**config.mk**
```make
export PLATFORM = sky130hd
export DESIGN_NAME = txrx_byte_fifo
export DESIGN_NICKNAME = d
export VERILOG_FILES = /design/src/rtl/txrx_byte_fifo_pkg.sv /design/src/rtl/regf_dp_d0w_d1r.sv /design/src/rtl/txrx_byte_fifo.sv
export SDC_FILE = /design/constraint.sdc
export NUM_CORES = 1
export LEC_CHECK = 0
export ABC_CLOCK_PERIOD_IN_PS = 2700
export CELL_PAD_IN_SITES_DETAIL_PLACEMENT = 1
export CELL_PAD_IN_SITES_GLOBAL_PLACEMENT = 1
export CORE_ASPECT_RATIO = 1.1
export CORE_MARGIN = 2
export CORE_UTILIZATION = 46
export CTS_BUF_LIST = sky130_fd_sc_hd__clkbuf_4
export DETAILED_ROUTE_END_ITERATION = 8
export PLACE_DENSITY_LB_ADDON = 0.1
export SYNTH_ARGS = -nofsm -noshare
export SYNTH_HDL_FRONTEND = slang
export SYNTH_SLANG_ARGS = --single-unit
```
**constraint.sdc**
```tcl
create_clock -name clk -period 2.7 [get_ports clk]
set_input_delay 0.405 -clock clk [delete_from_list [all_inputs] [get_ports clk]]
set_output_delay 0.405 -clock clk [all_outputs]
set_load 0.05 [all_outputs]
```
**src/rtl/txrx_byte_fifo_pkg.sv**
```systemverilog
// ----------------------------------------------------------------------------
// txrx_byte_fifo_pkg
// Shared defaults for the TXRX byte path FIFO and its storage regfile.
//   TXRX_DATA_WIDTH : default word width of the byte path
//   TXRX_ADDR_WIDTH : default regfile address width (storage depth = 2**N)
// ----------------------------------------------------------------------------
package txrx_byte_fifo_pkg;

    localparam int TXRX_DATA_WIDTH = 8;
    localparam int TXRX_ADDR_WIDTH = 3;

endpackage : txrx_byte_fifo_pkg

```
**src/rtl/regf_dp_d0w_d1r.sv**
```systemverilog
// ----------------------------------------------------------------------------
// regf_dp_d0w_d1r
// Dual-port register file: port 0 is a synchronous write port, port 1 is a
// registered read port whose output holds its value while rd_1 is low.
// Ports:
//   clk        : clock, all state on posedge
//   rst        : asynchronous active-high reset (clears the read register only)
//   we_0       : write enable, port 0
//   address_0  : write address, port 0
//   data_0     : write data, port 0
//   rd_1       : read enable, port 1
//   address_1  : read address, port 1
//   data_1     : registered read data, port 1
// ----------------------------------------------------------------------------
module regf_dp_d0w_d1r
    import txrx_byte_fifo_pkg::*;
#(
    parameter int DATA_WIDTH = TXRX_DATA_WIDTH,
    parameter int ADDR_WIDTH = TXRX_ADDR_WIDTH
) (
    input  logic                  clk,
    input  logic                  rst,
    input  logic                  we_0,
    input  logic [ADDR_WIDTH-1:0] address_0,
    input  logic [DATA_WIDTH-1:0] data_0,
    input  logic                  rd_1,
    input  logic [ADDR_WIDTH-1:0] address_1,
    output logic [DATA_WIDTH-1:0] data_1
);

    localparam int DEPTH = 1 << ADDR_WIDTH;

    logic [DATA_WIDTH-1:0] mem [DEPTH];
    logic [DATA_WIDTH-1:0] data_1_d;
    logic [DATA_WIDTH-1:0] data_1_q;

    // Storage array has no reset; contents are only meaningful once written.
    always_ff @(posedge clk) begin
        if (we_0) begin
            mem[address_0] <= data_0;
        end
    end

    // Read register only loads on rd_1, so the output is stable while idle.
    always_comb begin
        data_1_d = data_1_q;
        if (rd_1) begin
            data_1_d = mem[address_1];
        end
    end

    always_ff @(posedge clk or posedge rst) begin
        if (rst) begin
            data_1_q <= '0;
        end else begin
            data_1_q <= data_1_d;
        end
    end

    assign data_1 = data_1_q;

endmodule : regf_dp_d0w_d1r

```
**src/rtl/txrx_byte_fifo.sv**
```systemverilog
// ----------------------------------------------------------------------------
// txrx_byte_fifo
// First-word-fall-through FIFO for the TXRX byte path. Storage lives in the
// dual-port regfile; this module owns the pointers, occupancy and handshakes
// and hides the regfile's one-cycle read latency behind a head-valid flag.
// Total capacity is DEPTH words in storage plus one word in the head register.
// Ports:
//   clk        : clock, all state on posedge
//   rst        : asynchronous active-high reset
//   flush      : synchronous clear of all contents, overrides push/pop
//   in_data    : write data
//   in_valid   : producer offers in_data
//   in_ready   : FIFO can accept (push = in_valid & in_ready)
//   out_data   : head word, forced to 0 while out_valid is low
//   out_valid  : head word present
//   out_ready  : consumer takes head (pop = out_valid & out_ready)
//   level      : words held, storage count plus head (0..DEPTH+1)
// ----------------------------------------------------------------------------
module txrx_byte_fifo
    import txrx_byte_fifo_pkg::*;
#(
    parameter int DATA_WIDTH = TXRX_DATA_WIDTH,
    parameter int ADDR_WIDTH = TXRX_ADDR_WIDTH
) (
    input  logic                  clk,
    input  logic                  rst,
    input  logic                  flush,
    input  logic [DATA_WIDTH-1:0] in_data,
    input  logic                  in_valid,
    output logic                  in_ready,
    output logic [DATA_WIDTH-1:0] out_data,
    output logic                  out_valid,
    input  logic                  out_ready,
    output logic [ADDR_WIDTH:0]   level
);

    logic [ADDR_WIDTH:0]   wr_ptr_d, wr_ptr_q;
    logic [ADDR_WIDTH:0]   rd_ptr_d, rd_ptr_q;
    logic                  out_valid_d, out_valid_q;
    logic [ADDR_WIDTH:0]   mem_cnt;
    logic                  mem_full;
    logic                  mem_empty;
    logic                  push;
    logic                  pop;
    logic                  fetch;
    logic [DATA_WIDTH-1:0] rd_data;

    // Pointers carry an extra wrap bit: equal low bits with differing MSBs
    // means full, fully equal means empty. Both come from registered state
    // only, so a fetch can never target the slot being written this cycle.
    always_comb begin
        mem_cnt   = wr_ptr_q - rd_ptr_q;
        mem_empty = (wr_ptr_q == rd_ptr_q);
        mem_full  = (wr_ptr_q[ADDR_WIDTH] != rd_ptr_q[ADDR_WIDTH]) &&
                    (wr_ptr_q[ADDR_WIDTH-1:0] == rd_ptr_q[ADDR_WIDTH-1:0]);
        in_ready  = ~mem_full & ~flush;
        push      = in_valid & in_ready;
        pop       = out_valid_q & out_ready;
        // Prefetch into the head register whenever it is empty or being
        // drained this cycle, which sustains one word per cycle.
        fetch     = ~mem_empty & (~out_valid_q | out_ready) & ~flush;
    end

    // Next-state: flush wins over everything; otherwise the head stays valid
    // if refilled by a fetch, and clears only on a pop with nothing behind it.
    always_comb begin
        wr_ptr_d    = wr_ptr_q;
        rd_ptr_d    = rd_ptr_q;
        out_valid_d = out_valid_q;
        if (flush) begin
            wr_ptr_d    = '0;
            rd_ptr_d    = '0;
            out_valid_d = 1'b0;
        end else begin
            if (push) begin
                wr_ptr_d = wr_ptr_q + 1'b1;
            end
            if (fetch) begin
                rd_ptr_d    = rd_ptr_q + 1'b1;
                out_valid_d = 1'b1;
            end else if (pop) begin
                out_valid_d = 1'b0;
            end
        end
    end

    always_ff @(posedge clk or posedge rst) begin
        if (rst) begin
            wr_ptr_q    <= '0;
            rd_ptr_q    <= '0;
            out_valid_q <= 1'b0;
        end else begin
            wr_ptr_q    <= wr_ptr_d;
            rd_ptr_q    <= rd_ptr_d;
            out_valid_q <= out_valid_d;
        end
    end

    regf_dp_d0w_d1r #(
        .DATA_WIDTH (DATA_WIDTH),
        .ADDR_WIDTH (ADDR_WIDTH)
    ) u_regf (
        .clk       (clk),
        .rst       (rst),
        .we_0      (push),
        .address_0 (wr_ptr_q[ADDR_WIDTH-1:0]),
        .data_0    (in_data),
        .rd_1      (fetch),
        .address_1 (rd_ptr_q[ADDR_WIDTH-1:0]),
        .data_1    (rd_data)
    );

    // Regfile output holds its last read, so mask it when the head is empty.
    always_comb begin
        out_valid = out_valid_q;
        out_data  = out_valid_q ? rd_data : '0;
        level     = mem_cnt + {{ADDR_WIDTH{1'b0}}, out_valid_q};
    end

endmodule : txrx_byte_fifo

```
Yosys cells after proc, flatten, opt, wreduce, memory -nomap -nowiden
Memory sizes are Yosys's and may differ from the RTL's. A register that Yosys moved wholly into a read port is not among the register bits.
Index checks and enable logic that the tools add are counted.
{ "word_totals": {"in_bits": 13, "mem_count": 1, "regBits": 9, "word_cells": 35, "mem_bits_rw": 64} }
{ "classes": {"bitwise": 10, "n_reduce_logical": 4, "eq_ne": 3, "muxes": 10, "addsub": 4} }
{ "memory_table": {"columns": ["memory", "words", "width", "read_ports", "rd_clocked_by_memory_dff", "wr", "line_no", "text"], "rows": [
  ["u_regf.mem", 8, 8, 1, 1, 1, "regf_dp_d0w_d1r.sv:33", "logic [DATA_WIDTH-1:0] mem [DEPTH];"]
]} }
{ "ops": {"columns": ["op", "count"], "rows": [
  ["two-way mux 4 bit", 4],
  ["adder 4 x 1 -> 4 bit, second input constant", 2],
  ["two-way mux 8 bit", 1],
  ["AND 1 bit", 5],
  ["two-way mux 1 bit", 5],
  ["adder 4 x 1 -> 4 bit", 1],
  ["equality test 4 bit", 1],
  ["NOT 1 bit", 4],
  ["nonzero test 2 bit", 2],
  ["subtractor 4 bit", 1],
  ["equality test 3 bit", 1],
  ["nonzero test 3 bit", 1],
  ["logical AND 1 bit", 1],
  ["inequality test 1 bit", 1],
  ["bitwise OR 1 bit", 1]
]} }

Longest topological paths before layout
Gate-level depths: netlist of run 1.
{ "logic_depth": {"ltp_word": 7, "mapped_depth": 9, "ltp_nobuf": 7} }

Hierarchy
A second synthesis of run 1 with hierarchy kept.
{ "hier_totals": {"hier_cells": 245, "hier_area_um2": 3550.9} }
{ "by_module_without_submodules": {"columns": ["module", "cells_per_inst", "area_each_um2", "seq_area_each_um2", "instances"], "rows": [
  ["regf_dp_d0w_d1r", 170, 2865.2, 2122.0, 1],
  ["txrx_byte_fifo", 75, 685.7, 225.2, 1]
]} }

Least setup slack after synthesis of run 1
Ideal clock, no wire load.
{ "synth_timing": {"path_kind": "register to register", "start": "reg rd_ptr_q[1]", "end": "mem u_regf.mem[0][0] (netlist bit), enable pin", "n_path_buf": 1, "arrival_ns": 3.212, "slack_ns": -0.895, "period_less_slack_ns": 3.595, "path_stages_with_launch": 8, "required_ns": 2.317, "path_cell_list": "dfrtp_1 clkbuf_1 clkinv_1 ha_1 and3_1 a21oi_1 nand3_1 nor3_1"} }
{ "synth_via": {"elab_chain_len": 7} }
{ "synth_rtl": {"columns": ["element", "line_no", "text"], "rows": [
  ["start, declared", "txrx_byte_fifo.sv:38", "logic [ADDR_WIDTH:0] rd_ptr_d, rd_ptr_q;"],
  ["start signal, assigned", "txrx_byte_fifo.sv:94", "rd_ptr_q <= rd_ptr_d;"],
  ["equality test 3 bit", "txrx_byte_fifo.sv:55", "(wr_ptr_q[ADDR_WIDTH-1:0] == rd_ptr_q[ADDR_WIDTH-1:0]);"],
  ["logical AND 1 bit", "txrx_byte_fifo.sv:54", "mem_full = (wr_ptr_q[ADDR_WIDTH] != rd_ptr_q[ADDR_WIDTH]) &&"],
  ["NOT 1 bit", "txrx_byte_fifo.sv:56", "in_ready = ~mem_full & ~flush;"],
  ["AND 1 bit", "txrx_byte_fifo.sv:56", null],
  ["named net in_ready", "txrx_byte_fifo.sv:30", "output logic in_ready,"],
  ["AND 1 bit", "txrx_byte_fifo.sv:57", "push = in_valid & in_ready;"],
  ["two-way mux 1 bit", "regf_dp_d0w_d1r.sv:39", "if (we_0) begin"],
  ["two-way mux 1 bit (implied by the code)", "regf_dp_d0w_d1r.sv:40", "mem[address_0] <= data_0;"],
  ["end, declared", "regf_dp_d0w_d1r.sv:33", null]
]} }
The timed path passes the listed nets, and every way through them passes these cells.

Final worst setup path of run 1
{ "layout_timing": {"start": "reg wr_ptr_q[0]", "end": "out level[1]"} }
{ "layout_via": {"elab_chain_len": 2} }
{ "layout_rtl": {"columns": ["element", "line_no", "text"], "rows": [
  ["start, declared", "txrx_byte_fifo.sv:37", "logic [ADDR_WIDTH:0] wr_ptr_d, wr_ptr_q;"],
  ["start signal, assigned", "txrx_byte_fifo.sv:93", "wr_ptr_q <= wr_ptr_d;"],
  ["subtractor 4 bit", "txrx_byte_fifo.sv:52", "mem_cnt = wr_ptr_q - rd_ptr_q;"],
  ["adder 4 x 1 -> 4 bit", "txrx_byte_fifo.sv:117", "level = mem_cnt + {{ADDR_WIDTH{1'b0}}, out_valid_q};"],
  ["end, declared", "txrx_byte_fifo.sv:34", "output logic [ADDR_WIDTH:0] level"]
]} }
Every way passes these cells.

==> flow_metrics.env, run 1 <==
export IMPL_synth_adder_area_share=0.03531
export IMPL_grt_max_degree=20
export IMPL_cts_buffers=9
export IMPL_via_per_inst=5.543
export IMPL_startpoint_type="flop"
export IMPL_clock_path_buffers=2
export IMPL_power_switching_mw=1.428
export IMPL_cp_slowest_stage_delay_ps=550
export IMPL_ys_ff_latch=81
export IMPL_coreArea_um2=7087
export IMPL_drtIter0Drc=71
export IMPL_critPathKind="reg2out"
export IMPL_initial_core_util=0.4800
export IMPL_dr_total_vias=1929
export IMPL_finalSetupViolCount=0
export IMPL_fillers=659
export IMPL_syn_area_um2=3402
export IMPL_p_int_mw=2.328
export IMPL_crit_end="level[1]"
export IMPL_synth_simple_area_share=0.07613
export IMPL_status="completed"
export IMPL_finClkSkew_ps=21.61
export IMPL_grt_overflow=0
export IMPL_antenna_found_initial=0
export IMPL_fin_nets=280
export IMPL_syn_avg_cell_area_um2=16.05
export IMPL_fin_crit_ps=2627
export IMPL_fin_crit_sh=0.9729
export IMPL_synthXorXnorAreaFrac=0.02280
export IMPL_layout_common_cells="edfxtp_1, clkdlybuf4s50_1, nand2_1"
export IMPL_ios=27
export IMPL_multiInputGateArea_um2=1061
export IMPL_end_kind="primary output"
export IMPL_hold_viol=0
export IMPL_synth_top_family_by_area="multiplexers"
export IMPL_rr_startpoint="wr_ptr_q[2]"
export IMPL_dieArea_um2=8100
export IMPL_synth_mux_area_frac=0.1118
export IMPL_power_share_clock=0.173
export IMPL_gp_congestion=0.8787
export IMPL_netlist_instances=212
export IMPL_powerDensity_nw_per_um2=914.9
export IMPL_ant_nets=0
export IMPL_synth_compound_area_frac=0.04119
export IMPL_grtUsageTotal=0.1952
export IMPL_die_x_um=86.00
export IMPL_max_cap_viol_count=0
export IMPL_fin_area_um2=4105
export IMPL_critPathLaunch="wr_ptr_q[0]"
export IMPL_cp_arrival_ps=2220
export IMPL_hold_path_class="in2async"
export IMPL_antenna_cells=0
export IMPL_synth_seq_area_share=0.6900
export IMPL_synth_distinct_cells=30
export IMPL_ir_drop_uv=363.4
export IMPL_grt_pass1_vias=2071
export IMPL_r2r_slack_ps=160
export IMPL_pwr_share_seq=0.403
export IMPL_relSlewSlack=0.5236
export IMPL_hold_ws_ps=354.6
export IMPL_syn2layout_area_growth_pct=20.67
export IMPL_area_sequential_um2=2349
export IMPL_crit_required_ps=2300
export IMPL_drtPass1Iterations=4
export IMPL_cts_tree="done"
export IMPL_critPathMaxFanout=3
export IMPL_io_buffers=26
export IMPL_synth_area_leaders="edfxtp_1, dfrtp_1, mux4_2"
export IMPL_rr_worst_depth=5
export IMPL_htree_levels=3
export IMPL_yosys_area_top_type_share=0.5649
export IMPL_postLayoutCoreUtil=0.5793
export IMPL_clkTransAtPathRegs_ps=150
export IMPL_dp_hpwl_um=4917
export IMPL_power_share_combinational=0.424
export IMPL_p_leak_nw=1.449
export IMPL_layout_commonest_cell="edfxtp_1"
export IMPL_regToRegEndpoint="u_regf.mem[0][7]"
export IMPL_routed_wl_um=7269
export IMPL_crit_path_top_delay_cell="fa_2"
export IMPL_postPlaceCellArea_um2=3913
export IMPL_finalMaxSlewViolations=0
export IMPL_grt_pass1_wl_um=11250
export IMPL_drc=0
export IMPL_drive_above_1_share=0.2700
export IMPL_fin_setup_tns_ps=0
export IMPL_wire_per_inst_um=20.89
export IMPL_swShare=0.3803
export IMPL_clk_latency_ps=440
export IMPL_max_slew_worst_pin_slew_ps=713.9
export IMPL_yosys_warnings=0
export IMPL_postCtsHoldBufs=0
export IMPL_die_h_um=94.20
export IMPL_ctsRootBufferMaster="clkbuf_4"
export IMPL_synth_fp_nets=234
export IMPL_core_rowCount=32
export IMPL_clkSinkCount=81
export IMPL_crit_chain="inv_2, ha_4, inv_2, ha_2, inv_1, fa_2, inv_1, buf_12"
export IMPL_clock_fmax_mhz=380.7
export IMPL_synth_top_cell_by_area="edfxtp_1"
[cell usage after synthesis]
| master | n |
|---|---|
| nand2_1 | 20 |
| nor2_1 | 18 |
| inv_1 | 9 |
| buf_2 | 2 |
| and3_1 | 1 |
| o21ai_0 | 2 |
| or3_1 | 1 |
| buf_4 | 3 |
| o211ai_1 | 2 |
| dfrtp_1 | 17 |
| ha_1 | 8 |
| o2111ai_1 | 2 |
| xor2_1 | 2 |
| edfxtp_1 | 64 |
| a21o_1 | 1 |
| xor2_2 | 1 |
| mux4_2 | 16 |
| o21ai_2 | 1 |
| clkinv_1 | 1 |
| a31oi_1 | 9 |
| and2_1 | 8 |
| nor3_1 | 2 |
| a21oi_1 | 3 |
| xnor2_1 | 5 |
| nand3_1 | 5 |
| o211a_2 | 1 |
| fa_1 | 1 |
| clkbuf_1 | 2 |
| mux2i_1 | 2 |
| nand2b_1 | 3 |
[kinds of logic after synthesis]
group / after synthesis
AOI/OAI and AO/OA: 21
xor gates and xnor gates: 8
adders and majority gates: 9
buffers and inverters: 17
DFF: 81
muxes: 18
and+or+nand+nor: 58
[metal layers]
| metal | wire (µm) | vias to the layer above | track usage |
|---|---|---|---|
| met3 | 265 | 17 | 0.04306 |
| met1 | 3212 | 981 | 0.2440 |
| met2 | 3567 | 40 | 0.3198 |
| met4 | 224 | 0 | 0.09921 |
| li1 | - | 891 | - |
| met5 | 0 | - | 0 |
[critical path: cells and delay by family, from the launching register on]
kind,cells,cell delay (ps)
adders and majority gates,3,930
buffers and inverters,5,430
DFF,1,430
[how the worst min path moves through the flow]
stage	end	from	cells after the start
floorplan	out_valid	rst	1
finish	u_regf.data_1[5]	rst	2
detailed placement	u_regf.data_1[4]	u_regf.data_1[4]	2
global route	u_regf.data_1[5]	rst	2
global placement	u_regf.data_1[4]	u_regf.data_1[4]	2
CTS	u_regf.data_1[5]	rst	2
[cell type report]
| cell class | count | share of cell area |
|---|---|---|
| timing repair buffer | 42 | 0.1048 |
| sequential | 81 | 0.5721 |
| clock buffer | 9 | 0.01646 |
| inverter | 10 | 0.009448 |
| tap | 85 | 0.02591 |
| multi-input combinational | 114 | 0.2585 |
| clock inverter | 7 | 0.01280 |
[flip-flops by register name, indices dropped and copies added, names as in the netlist]
signal         count
u_regf.data_1      8
rd_ptr_q           4
u_regf.mem        64
out_valid          1
wr_ptr_q           4
[repair_timing]
action | in CTS | in global routing
resized for setup | 3 | 6
hold endpoints to repair | 0 | 0
pin swaps | 1 | 3
setup endpoints to repair | 2 | 3
buffers inserted | 2 | 3
[stage by stage]
step / power (mW) / cells / setup WS [ps]
detailed placement: 3.093 / 327 / 235.1
global route: 3.936 / 348 / -6.478
CTS: 3.748 / 345 / 0.9690
global placement: 3.056 / 327 / 324.2
finish: 3.756 / 348 / 73.23
floorplan: 2.526 / 212 / -80.36
[power groups by stage]
stage          Clock (mW)  Sequential [mW]  Combinational, mW
3_3_place_gp            0             1.53               1.52
6_report            0.650             1.51               1.59
3_5_place_dp            0             1.54               1.55
4_1_cts             0.666             1.51               1.57
5_1_grt             0.699             1.53               1.71
2_1_floorplan           0             1.53              0.992
(Power assumes the default switching activity.)
==> run 2, diff against run 1 <==
--- a/config.mk
+++ b/config.mk
@@ -13,6 +13,7 @@
 export CORE_UTILIZATION = 46
 export CTS_BUF_LIST = sky130_fd_sc_hd__clkbuf_4
 export DETAILED_ROUTE_END_ITERATION = 8
+export GPL_TIMING_DRIVEN = 0
 export PLACE_DENSITY_LB_ADDON = 0.1
 export SYNTH_ARGS = -nofsm -noshare
 export SYNTH_HDL_FRONTEND = slang
==> constraint.sdc (replaced) <==
create_clock -name clk -period 2.7 [get_ports clk]
set_input_delay 0.27 -clock clk [delete_from_list [all_inputs] [get_ports clk]]
set_output_delay 0.27 -clock clk [all_outputs]
set_load 0.05 [all_outputs]
==> run 2 against run 1 <==
The flow now finishes with violations (negative setup slack). Non-clock buffer count shrank 6. Clock power grew 33%. First-iteration DRC count grew 65%. Via count is essentially flat. Worst hold slack lost 150 ps. Count of clock-buffer cells in the layout is the same. Clock skew shrank 2.1 ps. Power grew 0.92%. Final cell count shrank 1.7%. Sequential power is essentially flat. Register-to-register slack lost 170 ps. Utilization is the same. Critical endpoint is now u_regf.mem[6][1].
==> flow_metrics.env, run 2 (synthesized netlist as in run 1, its figures left out) <==
export IMPL_status="finished with violations"
export IMPL_violations="negative setup slack"
export IMPL_die_h_um=94.20
export IMPL_drive_above_1_share=0.2646
export IMPL_grt_max_degree=18
export IMPL_p_leak_nw=1.440
export IMPL_cp_slowest_stage_delay_ps=570
export IMPL_fillers=665
export IMPL_dieArea_um2=8100
export IMPL_initial_core_util=0.4800
export IMPL_grt_pass1_vias=2114
export IMPL_crit_required_ps=2800
export IMPL_coreArea_um2=7087
export IMPL_post_place_ws_ps=-644.1
export IMPL_crit_chain="buf_6, buf_8, inv_1, ha_4, and3_1, a21oi_4, nand3_1, nor2_2"
export IMPL_wire_per_inst_um=22.01
export IMPL_grt_overflow=0
export IMPL_fin_crit_ps=2707
export IMPL_layout_common_cells="edfxtp_1, nand2_1, clkdlybuf4s50_1"
export IMPL_core_rowCount=32
export IMPL_max_slew_worst_pin_slew_ps=690.2
export IMPL_finClkSkew_ps=19.51
export IMPL_dp_hpwl_um=4958
export IMPL_clkTransAtPathRegs_ps=150
export IMPL_critPathLaunch="rd_ptr_q[2]"
export IMPL_via_per_inst=5.643
export IMPL_drtPass1Iterations=4
export IMPL_cts_tree="done"
export IMPL_grtUsageTotal=0.2093
export IMPL_antenna_cells=0
export IMPL_io_buffers=25
export IMPL_drc=0
export IMPL_antenna_found_initial=0
export IMPL_die_x_um=86.00
export IMPL_hold_ws_ps=206.1
export IMPL_rr_worst_depth=8
export IMPL_drtIter0Drc=117
export IMPL_finalMaxSlewViolations=0
export IMPL_fin_crit_sh=1.002
export IMPL_critPathMaxFanout=10
export IMPL_rsz0062_at_grt="true"
export IMPL_powerDensity_nw_per_um2=923.3
export IMPL_cts_buffers=9
export IMPL_layout_commonest_cell="edfxtp_1"
export IMPL_finalSetupViolCount=3
export IMPL_htree_levels=3
export IMPL_max_cap_viol_count=0
export IMPL_routed_wl_um=7528
export IMPL_area_sequential_um2=2350
export IMPL_dr_total_vias=1930
export IMPL_clock_path_buffers=2
export IMPL_relSlewSlack=0.5394
export IMPL_critPathKind="reg2reg"
export IMPL_regMostFlops="u_regf.mem"
export IMPL_multiInputGateArea_um2=1104
export IMPL_largest_register_ff_count=64
export IMPL_clk_latency_ps=450
export IMPL_startpoint_type="flop"
export IMPL_end_kind="flop"
export IMPL_worst_slack_ps=-6.676
export IMPL_hold_viol=0
export IMPL_ant_nets=0
export IMPL_regToRegEndpoint="u_regf.mem[6][1]"
export IMPL_ir_drop_uv=400.2
export IMPL_ios=27
export IMPL_gp_congestion=0.7236
export IMPL_r2r_slack_ps=-7
export IMPL_clock_fmax_mhz=369.5
export IMPL_crit_path_top_delay_cell="nor2_2"
export IMPL_grt_pass1_wl_um=11970
export IMPL_clkSinkCount=81
export IMPL_fin_nets=274
export IMPL_ctsRootBufferMaster="clkbuf_4"
export IMPL_syn2layout_area_growth_pct=20.67
export IMPL_postCtsHoldBufs=0
export IMPL_rr_startpoint="rd_ptr_q[2]"
export IMPL_hold_path_class="in2async"
export IMPL_cp_arrival_ps=2800
run 2: layout make-up:
class                           instances  share of cell area
Buffer                                  6             0.01280
Clock buffer                            9             0.01646
Clock inverter                          7             0.02621
Inverter                               10            0.009448
Multi-Input combinational cell        114              0.2688
Sequential cell                        81              0.5724
Tap cell                               85             0.02591
Timing Repair Buffer                   30             0.06797
run 2: power breakdown:
| group | total [mW] | internal (mW) | switching [mW] |
|---|---|---|---|
| combinational | 1.41 | 0.546 | 0.869 |
| sequential | 1.51 | 1.44 | 0.0655 |
| clock | 0.865 | 0.394 | 0.471 |
| total | 3.79 | 2.39 | 1.41 |
run 2: worst max path at each step:
stage | endpoint | slack (ps) | cells past startpoint
2_1_floorplan | u_regf.mem[2][0] | -90 | 7
3_3_place_gp | u_regf.mem[1][3] | -720 | 7
3_5_place_dp | level[3] | -640 | 8
4_1_cts | u_regf.mem[6][1] | -60 | 8
5_1_grt | u_regf.mem[6][3] | -110 | 8
6_report | u_regf.mem[6][1] | -7 | 8
run 2: per-layer routing:
metal / up-vias / wire [µm] / part of all wire / track usage
met5: - / 0 / 0 / 0
met3: 10 / 193 / 0.026 / 0.03603
met4: 0 / 135 / 0.018 / 0.08995
li1: 884 / - / - / -
met1: 1000 / 3344 / 0.44 / 0.2701
met2: 36 / 3854 / 0.51 / 0.3488
run 2: repair_timing:
action / in CTS / in global routing
buffers inserted: 3 / 1
pin swaps: 1 / 1
gates resized for setup: 35 / 12
endpoints found under the setup margin: 69 / 59
run 2: critical path: cells and delay by family, from the launching register on:
family                     cells  cell delay, ps
and+or+nand+nor                3            1080
adders and majority gates      1             240
DFF                            1             400
buffers and inverters          3             450
AOI/OAI and AO/OA              1             180
run 2: stage by stage:
stage | utilization | area [µm²] | TNS [ps] | cells | power (mW)
CTS | 0.5694 | 4035 | -1301 | 341 | 3.794
finish | 0.5793 | 4105 | -19.08 | 342 | 3.790
detailed placement | 0.5369 | 3805 | -29750 | 323 | 2.912
global placement | 0.5358 | 3797 | -28490 | 322 | 2.893
floorplan | - | 3441 | -2225 | 212 | 2.525
global route | 0.5793 | 4105 | -2446 | 342 | 3.992
==> run 3, diff against run 2 <==
--- a/config.mk
+++ b/config.mk
@@ -15,6 +15,7 @@
 export DETAILED_ROUTE_END_ITERATION = 8
 export GPL_TIMING_DRIVEN = 0
 export PLACE_DENSITY_LB_ADDON = 0.1
+export RECOVER_POWER = 50
 export SYNTH_ARGS = -nofsm -noshare
 export SYNTH_HDL_FRONTEND = slang
 export SYNTH_SLANG_ARGS = --single-unit
==> run 3 against run 2 <==
Critical path depth stayed put. Design area stayed put. Final cell count is the same. The flow now finishes without violations. Power barely moved. Non-clock buffer count unchanged. Setup slack improved by 7.1 ps. Sequential share of layout area did not move. Sequential power hardly changed.
==> flow_metrics.env, run 3 (synthesized netlist as in run 1, its figures left out) <==
export IMPL_rr_worst_depth=8
export IMPL_fin_crit_sh=0.9998
export IMPL_use_met2=0.3488
export IMPL_rsz0062_at_grt="true"
export IMPL_status="completed"
export IMPL_use_met1=0.2701
export IMPL_grt_pass1_wl_um=11970
export IMPL_layout_common_cells="edfxtp_1, nand2_1, mux4_2"
export IMPL_htree_levels=3
export IMPL_fin_area_um2=4105
export IMPL_grt_max_degree=18
export IMPL_cts_tree="done"
export IMPL_powerDensity_nw_per_um2=923.1
export IMPL_finClkSkew_ps=19.97
export IMPL_postCtsHoldBufs=0
export IMPL_fin_nets=274
export IMPL_grt_pass1_vias=2114
export IMPL_postPlaceCellArea_um2=3805
export IMPL_routed_wl_um=7542
export IMPL_die_h_um=94.20
export IMPL_top_usage_layer="met2"
export IMPL_ctsRootBufferMaster="clkbuf_4"
export IMPL_antenna_found_initial=0
export IMPL_dp_hpwl_um=4958
export IMPL_initial_core_util=0.4800
export IMPL_wire_per_inst_um=22.05
export IMPL_hold_start="flush"
export IMPL_fin_setup_tns_ps=0
export IMPL_drive_above_1_share=0.2646
export IMPL_finalPower_mw=3.790
export IMPL_p_leak_nw=1.442
export IMPL_rr_startpoint="rd_ptr_q[2]"
export IMPL_startpoint_type="flop"
export IMPL_clk_latency_ps=450
export IMPL_critPathMaxFanout=10
export IMPL_dieArea_um2=8100
export IMPL_finalMaxSlewViolations=0
export IMPL_min_to="rd_ptr_q[1]"
export IMPL_hold_viol=0
export IMPL_gp_congestion=0.7236
export IMPL_crit_required_ps=2800
export IMPL_via_per_inst=5.635
export IMPL_hold_depth=2
export IMPL_cp_arrival_ps=2790
export IMPL_r2r_slack_ps=0.4
export IMPL_clock_fmax_mhz=370.4
export IMPL_fin_crit_ps=2700
export IMPL_cts_buffers=9
export IMPL_regToRegEndpoint="u_regf.mem[6][1]"
export IMPL_ir_drop_uv=400.2
export IMPL_ant_nets=0
export IMPL_layout_commonest_cell="edfxtp_1"
export IMPL_grt_overflow=0
export IMPL_coreArea_um2=7087
export IMPL_max_cap_viol_count=0
export IMPL_dr_total_vias=1927
export IMPL_io_buffers=25
export IMPL_regMostFlops="u_regf.mem"
export IMPL_grtUsageTotal=0.2093
export IMPL_clkTransAtPathRegs_ps=140
export IMPL_ios=27
export IMPL_drtIter0Drc=117
export IMPL_clock_path_buffers=2
export IMPL_core_rowCount=32
export IMPL_hold_path_class="in2reg"
export IMPL_critPathLaunch="rd_ptr_q[2]"
export IMPL_end_kind="flop"
export IMPL_worst_slack_ps=0.4272
export IMPL_finalSetupViolCount=0
export IMPL_hold_ws_ps=223.6
export IMPL_grt_util_met3=0.03603
export IMPL_antenna_cells=0
export IMPL_largest_register_ff_count=64
export IMPL_post_place_ws_ps=-644.1
export IMPL_relSlewSlack=0.5396
export IMPL_critPathKind="reg2reg"
export IMPL_drc=0
export IMPL_max_slew_worst_pin_slew_ps=689.9
export IMPL_drtPass1Iterations=4
export IMPL_clkSinkCount=81
export IMPL_syn2layout_area_growth_pct=20.67
export IMPL_die_x_um=86.00
[run 3: final cells by class]
| class | count | area, µm² |
|---|---|---|
| inverter | 10 | 38.79 |
| buffer | 6 | 52.55 |
| sequential | 81 | 2350 |
| clock inverter | 7 | 107.6 |
| timing repair buffer | 30 | 279.0 |
| tap | 85 | 106.4 |
| clock buffer | 9 | 67.56 |
| multi-input combinational | 114 | 1104 |
| fill | 665 | 2982 |
[run 3: report_power, final]
group | leakage, nW | internal (mW) | switching (mW) | total [mW]
registers | 0.785 | 1.44 | 0.0655 | 1.51
logic | 0.566 | 0.543 | 0.869 | 1.41
clock network | 0.0910 | 0.394 | 0.473 | 0.867
total | 1.44 | 2.38 | 1.41 | 3.79
[run 3: what timing repair did]
item | CTS | global route
gates resized for setup | 35 | 12
gates cloned | 0 | 0
endpoints found under the setup margin | 69 | 59
pin swaps | 1 | 1
buffers inserted | 3 | 1
[run 3: how the worst max path moves through the flow]
stage,end,slack (ps),cells past startpoint
3_3_place_gp,u_regf.mem[1][3],-720,7
3_5_place_dp,level[3],-640,8
4_1_cts,u_regf.mem[6][1],-60,8
2_1_floorplan,u_regf.mem[2][0],-90,7
6_report,u_regf.mem[6][1],0.4,8
5_1_grt,u_regf.mem[6][3],-110,8
[run 3: layer usage]
layer,up-vias,wire length (µm)
met1,999,3325
li1,884,-
met4,0,135
met5,-,0
met2,34,3866
met3,10,214
[run 3: through the flow]
step / instances / util
final: 342 / 0.5793
after global placement: 322 / 0.5358
after detailed placement: 323 / 0.5369
after global routing: 342 / 0.5793
after CTS: 341 / 0.5694
after floorplan: 212 / -
[run 3: worst max-delay path: stages (launching register included)]
cell     delay [ps]
dfrtp_1         400
buf_6           150
buf_8           150
inv_1           150
ha_4            240
and3_1          220
a21oi_4         180
nand3_1         290
nor2_2          560
